File: config.mk
export PLATFORM = sky130hd
export DESIGN_NAME = tmdsencode
export DESIGN_NICKNAME = d
export VERILOG_FILES = /design/src/rtl/tmds_pkg.sv /design/src/rtl/tmds_qm.sv /design/src/rtl/tmdsencode.sv
export SDC_FILE = /design/constraint.sdc
export NUM_CORES = 1
export LEC_CHECK = 0
export BUFFER_PORTS_ARGS = -buffer_cell sky130_fd_sc_hd__clkbuf_2
export CAP_MARGIN = 20
export CELL_PAD_IN_SITES_DETAIL_PLACEMENT = 0
export CELL_PAD_IN_SITES_GLOBAL_PLACEMENT = 1
export CORE_ASPECT_RATIO = 0.8
export CORE_MARGIN = 2
export CORE_UTILIZATION = 35
export DETAILED_ROUTE_END_ITERATION = 16
export PLACE_DENSITY = 0.69
export SYNTH_ARGS = -nofsm -noshare
export SYNTH_HDL_FRONTEND = slang
export SYNTH_SLANG_ARGS = --single-unit
File: constraint.sdc
create_clock -name i_clk -period 5.2 [get_ports i_clk]
set_input_delay 0.52 -clock i_clk [delete_from_list [all_inputs] [get_ports i_clk]]
set_output_delay 0.52 -clock i_clk [all_outputs]
set_load 0.02 [all_outputs]
File: src/rtl/tmds_pkg.sv
// TMDS encoder shared definitions: mode codes, fixed character
// tables (HDMI q_out order) and the wire-order bit reversal.
package tmds_pkg;

  localparam logic [1:0] TMDS_VIDEO = 2'd0;
  localparam logic [1:0] TMDS_CTL   = 2'd1;
  localparam logic [1:0] TMDS_TERC4 = 2'd2;
  localparam logic [1:0] TMDS_GUARD = 2'd3;

  // Element 0 is the rightmost entry of each concatenation.
  localparam logic [3:0][9:0] CTL_CODE = {
    10'h2AB, 10'h154, 10'h0AB, 10'h354
  };

  localparam logic [15:0][9:0] TERC4_CODE = {
    10'h2C3, 10'h163, 10'h271, 10'h28E,
    10'h2C6, 10'h19C, 10'h139, 10'h2CC,
    10'h13C, 10'h18E, 10'h11E, 10'h171,
    10'h2E2, 10'h2E4, 10'h263, 10'h29C
  };

  localparam logic [9:0] GUARD_C02 = 10'h2CC;
  localparam logic [9:0] GUARD_C1  = 10'h133;

  localparam logic [9:0] TMDS_RST_WORD = 10'h0AB;

  typedef struct packed {
    logic [1:0] mode;
    logic [1:0] ctl;
    logic [3:0] aux;
    logic [8:0] qm;
    logic [3:0] n1;
  } s1_t;

  function automatic logic [9:0] bitrev10(
    input logic [9:0] w
  );
    logic [9:0] r;
    for (int k = 0; k < 10; k++) begin
      r[k] = w[9-k];
    end
    return r;
  endfunction

endpackage

File: src/rtl/tmds_qm.sv
// Transition-minimising first half of the TMDS video encoding,
// plus the ones count of the minimised byte.
module tmds_qm (
  input  logic [7:0] pix_i,
  output logic [8:0] qm_o,
  output logic [3:0] n1_o
);

  logic [3:0] n1d;
  logic       use_xnor;

  always_comb begin
    n1d = 4'd0;
    for (int k = 0; k < 8; k++) begin
      n1d = n1d + {3'b000, pix_i[k]};
    end
    use_xnor = (n1d > 4'd4) ||
               (n1d == 4'd4 && !pix_i[0]);
  end

  always_comb begin
    qm_o    = 9'h000;
    qm_o[0] = pix_i[0];
    for (int k = 1; k < 8; k++) begin
      qm_o[k] = use_xnor ? ~(qm_o[k-1] ^ pix_i[k])
                         :  (qm_o[k-1] ^ pix_i[k]);
    end
    qm_o[8] = ~use_xnor;
  end

  always_comb begin
    n1_o = 4'd0;
    for (int k = 0; k < 8; k++) begin
      n1_o = n1_o + {3'b000, qm_o[k]};
    end
  end

endmodule

File: src/rtl/tmdsencode.sv
// Single-channel TMDS encoder: video with running disparity,
// control, TERC4 and guard-band characters; 2-cycle latency.
module tmdsencode
  import tmds_pkg::*;
#(
  parameter int CHANNEL = 0
) (
  input  logic       i_clk,
  input  logic       i_reset_n,
  input  logic [1:0] i_mode,
  input  logic [7:0] i_pix,
  input  logic [1:0] i_ctl,
  input  logic [3:0] i_aux,
  output logic [9:0] o_word
);

  logic [8:0] qm_w;
  logic [3:0] n1_w;

  s1_t s1_q, s1_d;

  logic signed [4:0] cnt_q, cnt_d;
  logic signed [4:0] n1s, n0s, diff;
  logic [9:0]        word_q, word_d;
  logic [9:0]        q_out;
  logic              qm8;

  tmds_qm u_qm (
    .pix_i (i_pix),
    .qm_o  (qm_w),
    .n1_o  (n1_w)
  );

  always_comb begin
    s1_d      = s1_q;
    s1_d.mode = i_mode;
    s1_d.ctl  = i_ctl;
    s1_d.aux  = i_aux;
    s1_d.qm   = qm_w;
    s1_d.n1   = n1_w;
  end

  always_comb begin
    qm8  = s1_q.qm[8];
    n1s  = $signed({1'b0, s1_q.n1});
    n0s  = 5'sd8 - n1s;
    diff = n1s - n0s;
  end

  always_comb begin
    q_out = 10'h000;
    cnt_d = 5'sd0;
    unique case (s1_q.mode)
      TMDS_VIDEO: begin
        if (cnt_q == 5'sd0 || diff == 5'sd0) begin
          q_out = {~qm8, qm8,
                   qm8 ? s1_q.qm[7:0] : ~s1_q.qm[7:0]};
          cnt_d = qm8 ? cnt_q + diff : cnt_q - diff;
        end else if ((cnt_q > 5'sd0 && diff > 5'sd0) ||
                     (cnt_q < 5'sd0 && diff < 5'sd0)) begin
          q_out = {1'b1, qm8, ~s1_q.qm[7:0]};
          cnt_d = cnt_q - diff +
                  (qm8 ? 5'sd2 : 5'sd0);
        end else begin
          q_out = {1'b0, qm8, s1_q.qm[7:0]};
          cnt_d = cnt_q + diff -
                  (qm8 ? 5'sd0 : 5'sd2);
        end
      end
      TMDS_CTL:   q_out = CTL_CODE[s1_q.ctl];
      TMDS_TERC4: q_out = TERC4_CODE[s1_q.aux];
      TMDS_GUARD: q_out = (CHANNEL == 1) ? GUARD_C1
                                         : GUARD_C02;
    endcase
    word_d = bitrev10(q_out);
  end

  always_ff @(posedge i_clk or negedge i_reset_n) begin
    if (!i_reset_n) begin
      s1_q <= '{mode: TMDS_CTL, ctl: 2'b00, aux: 4'h0,
                qm: 9'h000, n1: 4'h0};
      cnt_q  <= 5'sd0;
      word_q <= TMDS_RST_WORD;
    end else begin
      s1_q   <= s1_d;
      cnt_q  <= cnt_d;
      word_q <= word_d;
    end
  end

  assign o_word = word_q;

  a_cnt_range : assert property (
    @(posedge i_clk) disable iff (!i_reset_n)
      (cnt_q >= -5'sd10) && (cnt_q <= 5'sd10)
  );

endmodule

==> summary.txt, run 1 <==
Floorplanning
  • CORE AREA: 6990 sq um
  • DIE AREA: 8060 sq um
  • Die Wd: 99.9 um
  • FP Rows: 27
  • Ports: 28
  • Initial Util: 0.368
  • Die height: 80.7 um

Global route
  • Initial antenna violation count: 0
  • Global routing met3 resource utilization: 0.0287
  • Vias in the first global route: 1,911
  • Largest net degree at the start of global routing: 36
  • Total track usage: 0.139
  • Grt ovf: 0
  • Busiest layer in global routing: met2
  • First-pass GRT wire length: 8970 um
  • Grt met1 use: 0.204
  • Met2 Use GR: 0.208

Timing
  • Max-slew headroom: 0.461
  • Fmax achieved: 186 MHz
  • Fin crit share: 1.03
  • Endpoints failing setup: 2
  • Setup WS post-layout: -0.182 ns
  • Clock skew: 0.00374 ns
  • Final Hold Fails: 0
  • Final min period: 5.38 ns
  • RSZ-0062 raised after global routing: true
  • Max Slew Vio Count: 0
  • Worst Max-Slew Pin Slew: 0.809 ns

Detailed routing
  • Via count: 1,970
  • Avg WL per Cell: 13.0 um
  • Antenna-violating nets left: 0
  • Total Routed Length: 5140 um
  • Remaining DRCs: 0
  • Vias per cell: 4.99
  • Pre-antenna DRT Iters: 4
  • Initial DRC count: 55

Power and ir drop
  • P_leak: 1.44 nW
  • Int Pwr: 0.914 mW
  • Max IR drop VDD: 0.156 mV
  • Clock Power Share: 0.128
  • Combinational power share: 0.604
  • Reg power frac: 0.269
  • Sw Pwr: 0.673 mW
  • Cell area power density: 526 nW/um^2
  • Pwr Total: 1.59 mW
  • Sw frac: 0.424

Critical path
  • Critical path origin: i_pix[0]
  • FF-to-FF Start: n1s[0]
  • Max FO, Critical Path: 2
  • Crit Path Class: input pin to flip-flop
  • CP Launch Type: input pin
  • Critical Path RT: 5.39 ns
  • Crit-path cells: buf_8 > ha_4 > inv_2 > fa_1 > fa_1 > inv_2 > fa_2 > fa_1 > nor3b_2 > o21ai_1 > a21oi_2 > xnor2_1 > ha_1 > inv_1 > fa_1 > inv_2 > fa_1 > inv_1 > fa_2 > fa_2 > inv_1
  • Most common cell on crit path: fa_1
  • Slowest cell on the critical path: fa_2
  • CP peak stage delay: 0.53 ns
  • CP Data Arrival Time: 5.57 ns
  • Worst setup EP type: flip-flop

Place
  • Placed wire-length estimate: 4110 um
  • Pre-CTS WS: -0.522 ns
  • Number of port buffers: 27
  • Routability Congestion: 0.819

Logic synthesis
  • Synth Instances: 269
  • Post-synthesis sequential element count: 35
  • Mapped Avg Cell Area: 9.57 sq um
  • Post-Syn Area: 2570 sq um
  • Number of synthesized flops with an enable pin: 0
  • Warnings, synthesis: 0
  • Synth unique cells: 54
  • Largest cells by area after synthesis: dfrtp_1, ha_1, fa_1
  • Seq/Total Area, Yosys: 0.343
  • Top FF cell, synth: dfrtp_1
  • Yosys top cell by area: dfrtp_1
  • Synth top area share: 0.282
  • Async S/R FF share, synth: 1.00
  • Syn nets: 322

Cells and area
  • Fill cells: 682
  • Share of cells above drive strength 1: 0.227
  • Antenna diodes: 0
  • P&R area growth vs syn: 17.2%
  • Most frequent cells in the layout: inv_1, dfrtp_1, ha_1, clkbuf_2, o21ai_0
  • Fin nets: 360

Clocking
  • Clock Sinks: 35
  • H-Tree Depth: 2
  • Skew-Pair Late Insertion Delay: 0.28 ns
  • Clock root cell: clkbuf_8
  • Clock slew at reported path FFs: 0.07 ns
  • CTS Buffer Depth: 2
  • CTS tree: yes
  • CTS Buf Count: 5

Run
  • Max_cap viols: 0

Outcome
  • Failing checks: setup timing
  • Status: finished with violations

Hold path
  • Worst Hold Class: input pin to asynchronous set/reset pin
-- cell families (layout without fill, tap and decap cells) --
group / after synthesis / in the layout / synth area share
compound gates: 63 / 63 / 0.161
fa+ha+maj: 35 / 35 / 0.196
xor+xnor: 17 / 17 / 0.0637
simple gates: 71 / 71 / 0.148
mux: 6 / 6 / 0.0238
flops: 35 / 35 / 0.343
buf+inv: 42 / 81 / 0.0646
-- metal layers --
| metal | routed length, um | up-vias |
|---|---|---|
| met5 | 0 | - |
| met4 | 53 | 0 |
| met1 | 2850 | 927 |
| li1 | - | 1002 |
| met3 | 140 | 7 |
| met2 | 2100 | 34 |
-- timing repair --
action,in CTS,in global routing
pin swaps,1,1
hold buffers,0,0
endpoints found under the setup margin,2,4
resized for setup,1,7
setup buffers,3,1
-- path summary, 6_finish.rpt --
path                              to  slack, ns  depth (start not counted)
min reg2reg                o_word[9]       0.53                          2
min in group i_clk          s1_q[19]       0.31                          1
max reg2reg                 cnt_q[4]       2.81                          8
min                         s1_q[16]       0.31                          1
max in group asynchronous  o_word[6]       4.37                          1
max                           n1s[1]      -0.18                         21
-- stage by stage --
step,cell area (sq um),hold WS [ns],setup TNS [ns],std cells,util
CTS,2990,0.305,-0.309,394,0.428
detailed placement,2870,0.528,-1.27,383,0.410
global placement,2870,0.519,-0.863,383,0.410
global route,3020,0.301,-0.799,395,0.431
floorplan,2600,0.224,-0.680,269,-
finish,3020,0.311,-0.314,395,0.431
-- sequential cells by signal (all words and copies together), names as in the netlist --
| name | cells |
|---|---|
| qm8 | 1 |
| o_word | 10 |
| n1s | 4 |
| cnt_q | 4 |
| s1_q | 16 |
-- final cells by class --
cell class | count | area (sq um) | area share
flip-flops and latches | 35 | 883 | 0.293
clock inverters | 1 | 8.76 | 0.00290
multi-input cells | 192 | 1560 | 0.516
inverters | 33 | 124 | 0.0411
well taps | 87 | 109 | 0.0361
clock buffers | 7 | 86.3 | 0.0286
repair buffers | 40 | 249 | 0.0825
-- cells in the mapped netlist, drive strengths merged (2+ instances only) --
library cell and count:
buf 2, nand2b 4, o21ai 18, dfstp 6
xnor2 11, a21o 5, nand3b 2, nor2 14
o21a 2, nand3 7, or4b 2, a211o 2
o211ai 4, fa 9, xor2 6, a21oi 13
or2 3, nor3b 2, a211oi 4, nor2b 5
clkbuf 7, nor3 5, inv 33, ha 26
mux2i 5, nand4 2, nand2 15, dfrtp 29
or3 5
-- critical path: cells and delay by family --
kind	cells	cell delay [ns]
adders and majority gates	10	4.14
and+or+nand+nor	1	0.21
xor gates and xnor gates	1	0.11
AOI/OAI and AO/OA	2	0.25
buffers and inverters	7	0.34
-- power groups by stage --
stage,registers [mW],logic [mW],clock network [mW]
final,0.426,0.958,0.202
after global routing,0.437,1.10,0.223
after CTS,0.426,0.936,0.209
after detailed placement,0.431,0.926,0
after global placement,0.430,0.915,0
after floorplan,0.446,0.694,0
Note: power is estimated with default switching activity, not from simulation.
==> inputs of run 2 (changes only) <==
--- a/config.mk
+++ b/config.mk
@@ -13,7 +13,7 @@
 export CORE_MARGIN = 2
 export CORE_UTILIZATION = 35
 export DETAILED_ROUTE_END_ITERATION = 16
-export PLACE_DENSITY = 0.69
+export PLACE_DENSITY_LB_ADDON = 0.1
 export SYNTH_ARGS = -nofsm -noshare
 export SYNTH_HDL_FRONTEND = slang
 export SYNTH_SLANG_ARGS = --single-unit
==> summary.txt, run 2 (same netlist as run 1, synthesis figures left out) <==
Timing
  • Endpoints failing setup: 2 (unchanged)
  • Fin Hold WS: 0.318 ns (was 0.311 ns)
  • Clock skew: 0.00840 ns (was 0.00374 ns)
  • Final min period: 5.49 ns (was 5.38 ns)
  • Worst Max-Slew Pin Slew: 0.860 ns (was 0.809 ns)
  • RSZ-0062 raised after global routing: true (unchanged)
  • Fin crit share: 1.06 (was 1.03)
  • Setup WS post-layout: -0.287 ns (was -0.182 ns)
  • Final Hold Fails: 0 (unchanged)
  • Max-slew headroom: 0.426 (was 0.461)
  • Fmax achieved: 182 MHz (was 186 MHz)
  • Max Slew Vio Count: 0 (unchanged)

Power and ir drop
  • Max IR drop VDD: 0.276 mV (was 0.156 mV)
  • Pwr Total: 1.61 mW (was 1.59 mW)
  • P_leak: 1.44 nW (about the same)
  • Cell area power density: 532 nW/um^2 (was 526 nW/um^2)

Clocking
  • CTS Buf Count: 5 (unchanged)
  • Skew-Pair Late Insertion Delay: 0.28 ns (about the same)
  • H-Tree Depth: 2 (unchanged)
  • CTS tree: yes (unchanged)
  • Cts hold-fix bufs: 0 (unchanged)
  • Clock Sinks: 35 (unchanged)
  • Clock root cell: clkbuf_8 (unchanged)
  • Clock slew at reported path FFs: 0.06 ns (was 0.07 ns)
  • CTS Buffer Depth: 2 (unchanged)

Detailed routing
  • Via count: 1,971 (was 1,970)
  • Antenna-violating nets left: 0 (unchanged)
  • Vias per cell: 5.02 (was 4.99)
  • Remaining DRCs: 0 (unchanged)
  • Avg WL per Cell: 13.9 um (was 13.0 um)
  • Total Routed Length: 5480 um (was 5140 um)
  • Initial DRC count: 137 (was 55)
  • Pre-antenna DRT Iters: 4 (unchanged)

Cells and area
  • Fill cells: 675 (was 682)
  • Post-Layout Cell Count: 393 (was 395)
  • Max reg flops: 16 (unchanged)
  • Antenna diodes: 0 (unchanged)
  • Most frequent cells in the layout: inv_1, dfrtp_1, ha_1, clkbuf_2, o21ai_0 (unchanged)
  • Final core occ: 0.432 (was 0.431)
  • Fin nets: 358 (was 360)
  • Largest Register: s1_q (unchanged)
  • P&R area growth vs syn: 17.2% (about the same)
  • Share of cells above drive strength 1: 0.229 (was 0.227)

Critical path
  • Slowest cell on the critical path: fa_2 (unchanged)
  • Max FO, Critical Path: 2 (unchanged)
  • Family with the most delay on the worst path: adder cells (unchanged)
  • CP peak stage delay: 0.54 ns (was 0.53 ns)
  • Crit-path cells: buf_8 > ha_4 > inv_2 > fa_1 > fa_1 > inv_2 > fa_2 > fa_1 > nor3b_2 > o21ai_1 > a21oi_2 > xnor2_2 > ha_1 > inv_1 > fa_1 > inv_2 > fa_1 > inv_1 > fa_2 > fa_2 > inv_2 (was buf_8 > ha_4 > inv_2 > fa_1 > fa_1 > inv_2 > fa_2 > fa_1 > nor3b_2 > o21ai_1 > a21oi_2 > xnor2_1 > ha_1 > inv_1 > fa_1 > inv_2 > fa_1 > inv_1 > fa_2 > fa_2 > inv_1)
  • Critical Path RT: 5.38 ns (was 5.39 ns)
  • Critical path buffers and inverters: 7 (unchanged)
  • Crit Path Class: input pin to flip-flop (unchanged)
  • CP Data Arrival Time: 5.66 ns (was 5.57 ns)
  • Most common cell on crit path: fa_1 (unchanged)
  • CP Launch Type: input pin (unchanged)
  • Worst setup EP type: flip-flop (unchanged)

Run
  • Max_cap viols: 0 (unchanged)

Outcome
  • Status: finished with violations (unchanged)
  • Failing checks: setup timing (unchanged)

Global route
  • Largest net degree at the start of global routing: 36 (unchanged)
  • First-pass GRT wire length: 9390 um (was 8970 um)
  • Total track usage: 0.149 (was 0.139)
  • Grt ovf: 0 (unchanged)
  • Vias in the first global route: 1,918 (was 1,911)
  • Initial antenna violation count: 0 (unchanged)

Place
  • Routability Congestion: 0.787 (was 0.819)
  • Number of port buffers: 27 (unchanged)
  • Placed Cells: 382 (was 383)
  • Placed wire-length estimate: 4240 um (was 4110 um)
  • Pre-CTS WS: -0.549 ns (was -0.522 ns)

Floorplanning
  • Die Wd: 99.9 um (unchanged)
  • DIE AREA: 8060 sq um (unchanged)
  • Die height: 80.7 um (unchanged)
  • Initial Util: 0.368 (unchanged)
  • Ports: 28 (unchanged)
  • FP Rows: 27 (unchanged)
  • CORE AREA: 6990 sq um (unchanged)

Hold path
  • Worst Hold Class: input pin to flip-flop (was input pin to asynchronous set/reset pin)
## run 2: changes by cell type in the layout (fill, tap and decap cells not counted)
cell	change
buf_4	-2
clkbuf_8	+1
clkinv_4	-1
nor3b_1	-1
nor3b_2	+1
xnor2_1	-1
xnor2_2	+1
## run 2: where the power goes
group          internal (mW)  switching, mW  leakage [nW]
clock                  0.121         0.0932        0.0515
sequential             0.364         0.0615         0.410
combinational          0.439          0.527         0.979
total                  0.925          0.682          1.44
## run 2: area by class of cell
cell class / instances / area [sq um] / area share
multi-input combinational: 192 / 1570 / 0.520
inverter: 33 / 124 / 0.0410
timing repair buffer: 38 / 234 / 0.0775
tap: 87 / 109 / 0.0361
clock buffer: 8 / 100 / 0.0332
sequential: 35 / 883 / 0.293
## run 2: worst paths after layout
check                          start        end  slack (ns)  cells past startpoint
min in group asynchronous  i_reset_n   s1_q[16]        0.34                      1
max in group asynchronous  i_reset_n   s1_q[20]        4.32                      1
max reg2reg                 cnt_q[1]   cnt_q[4]        2.83                      8
max                         i_pix[0]     n1s[1]       -0.29                     21
min reg2reg                  s1_q[8]  o_word[5]        0.54                      2
min                        i_mode[0]   s1_q[19]        0.32                      1
## run 2: per-layer routing
metal	global-route usage	up-vias	routed length, um
met5	0	-	0
met4	0.0329	0	40
met3	0.0331	5	293
met2	0.206	40	2230
met1	0.233	921	2910
li1	-	1005	-
## run 2: worst reg2reg max path, cell delays in order (launching register included)
cell	delay, ns
dfrtp_1	0.46
ha_1	0.21
inv_1	0.07
fa_1	0.37
xnor2_1	0.33
o21a_1	0.20
nor3_1	0.05
or4b_1	0.49
o211ai_1	0.11
## run 2: timing repair
| item | CTS | global route |
|---|---|---|
| setup endpoints to repair | 2 | 4 |
| pin swaps | 1 | 1 |
| buffers inserted | 2 | 1 |
| resized for setup | 1 | 9 |
## run 2: metrics by stage
stage | setup TNS [ns] | area, sq um
after floorplan | -0.680 | 2600
after global placement | -0.949 | 2860
after detailed placement | -1.35 | 2860
after CTS | -0.381 | 2980
after global routing | -1.07 | 3020
final | -0.513 | 3020
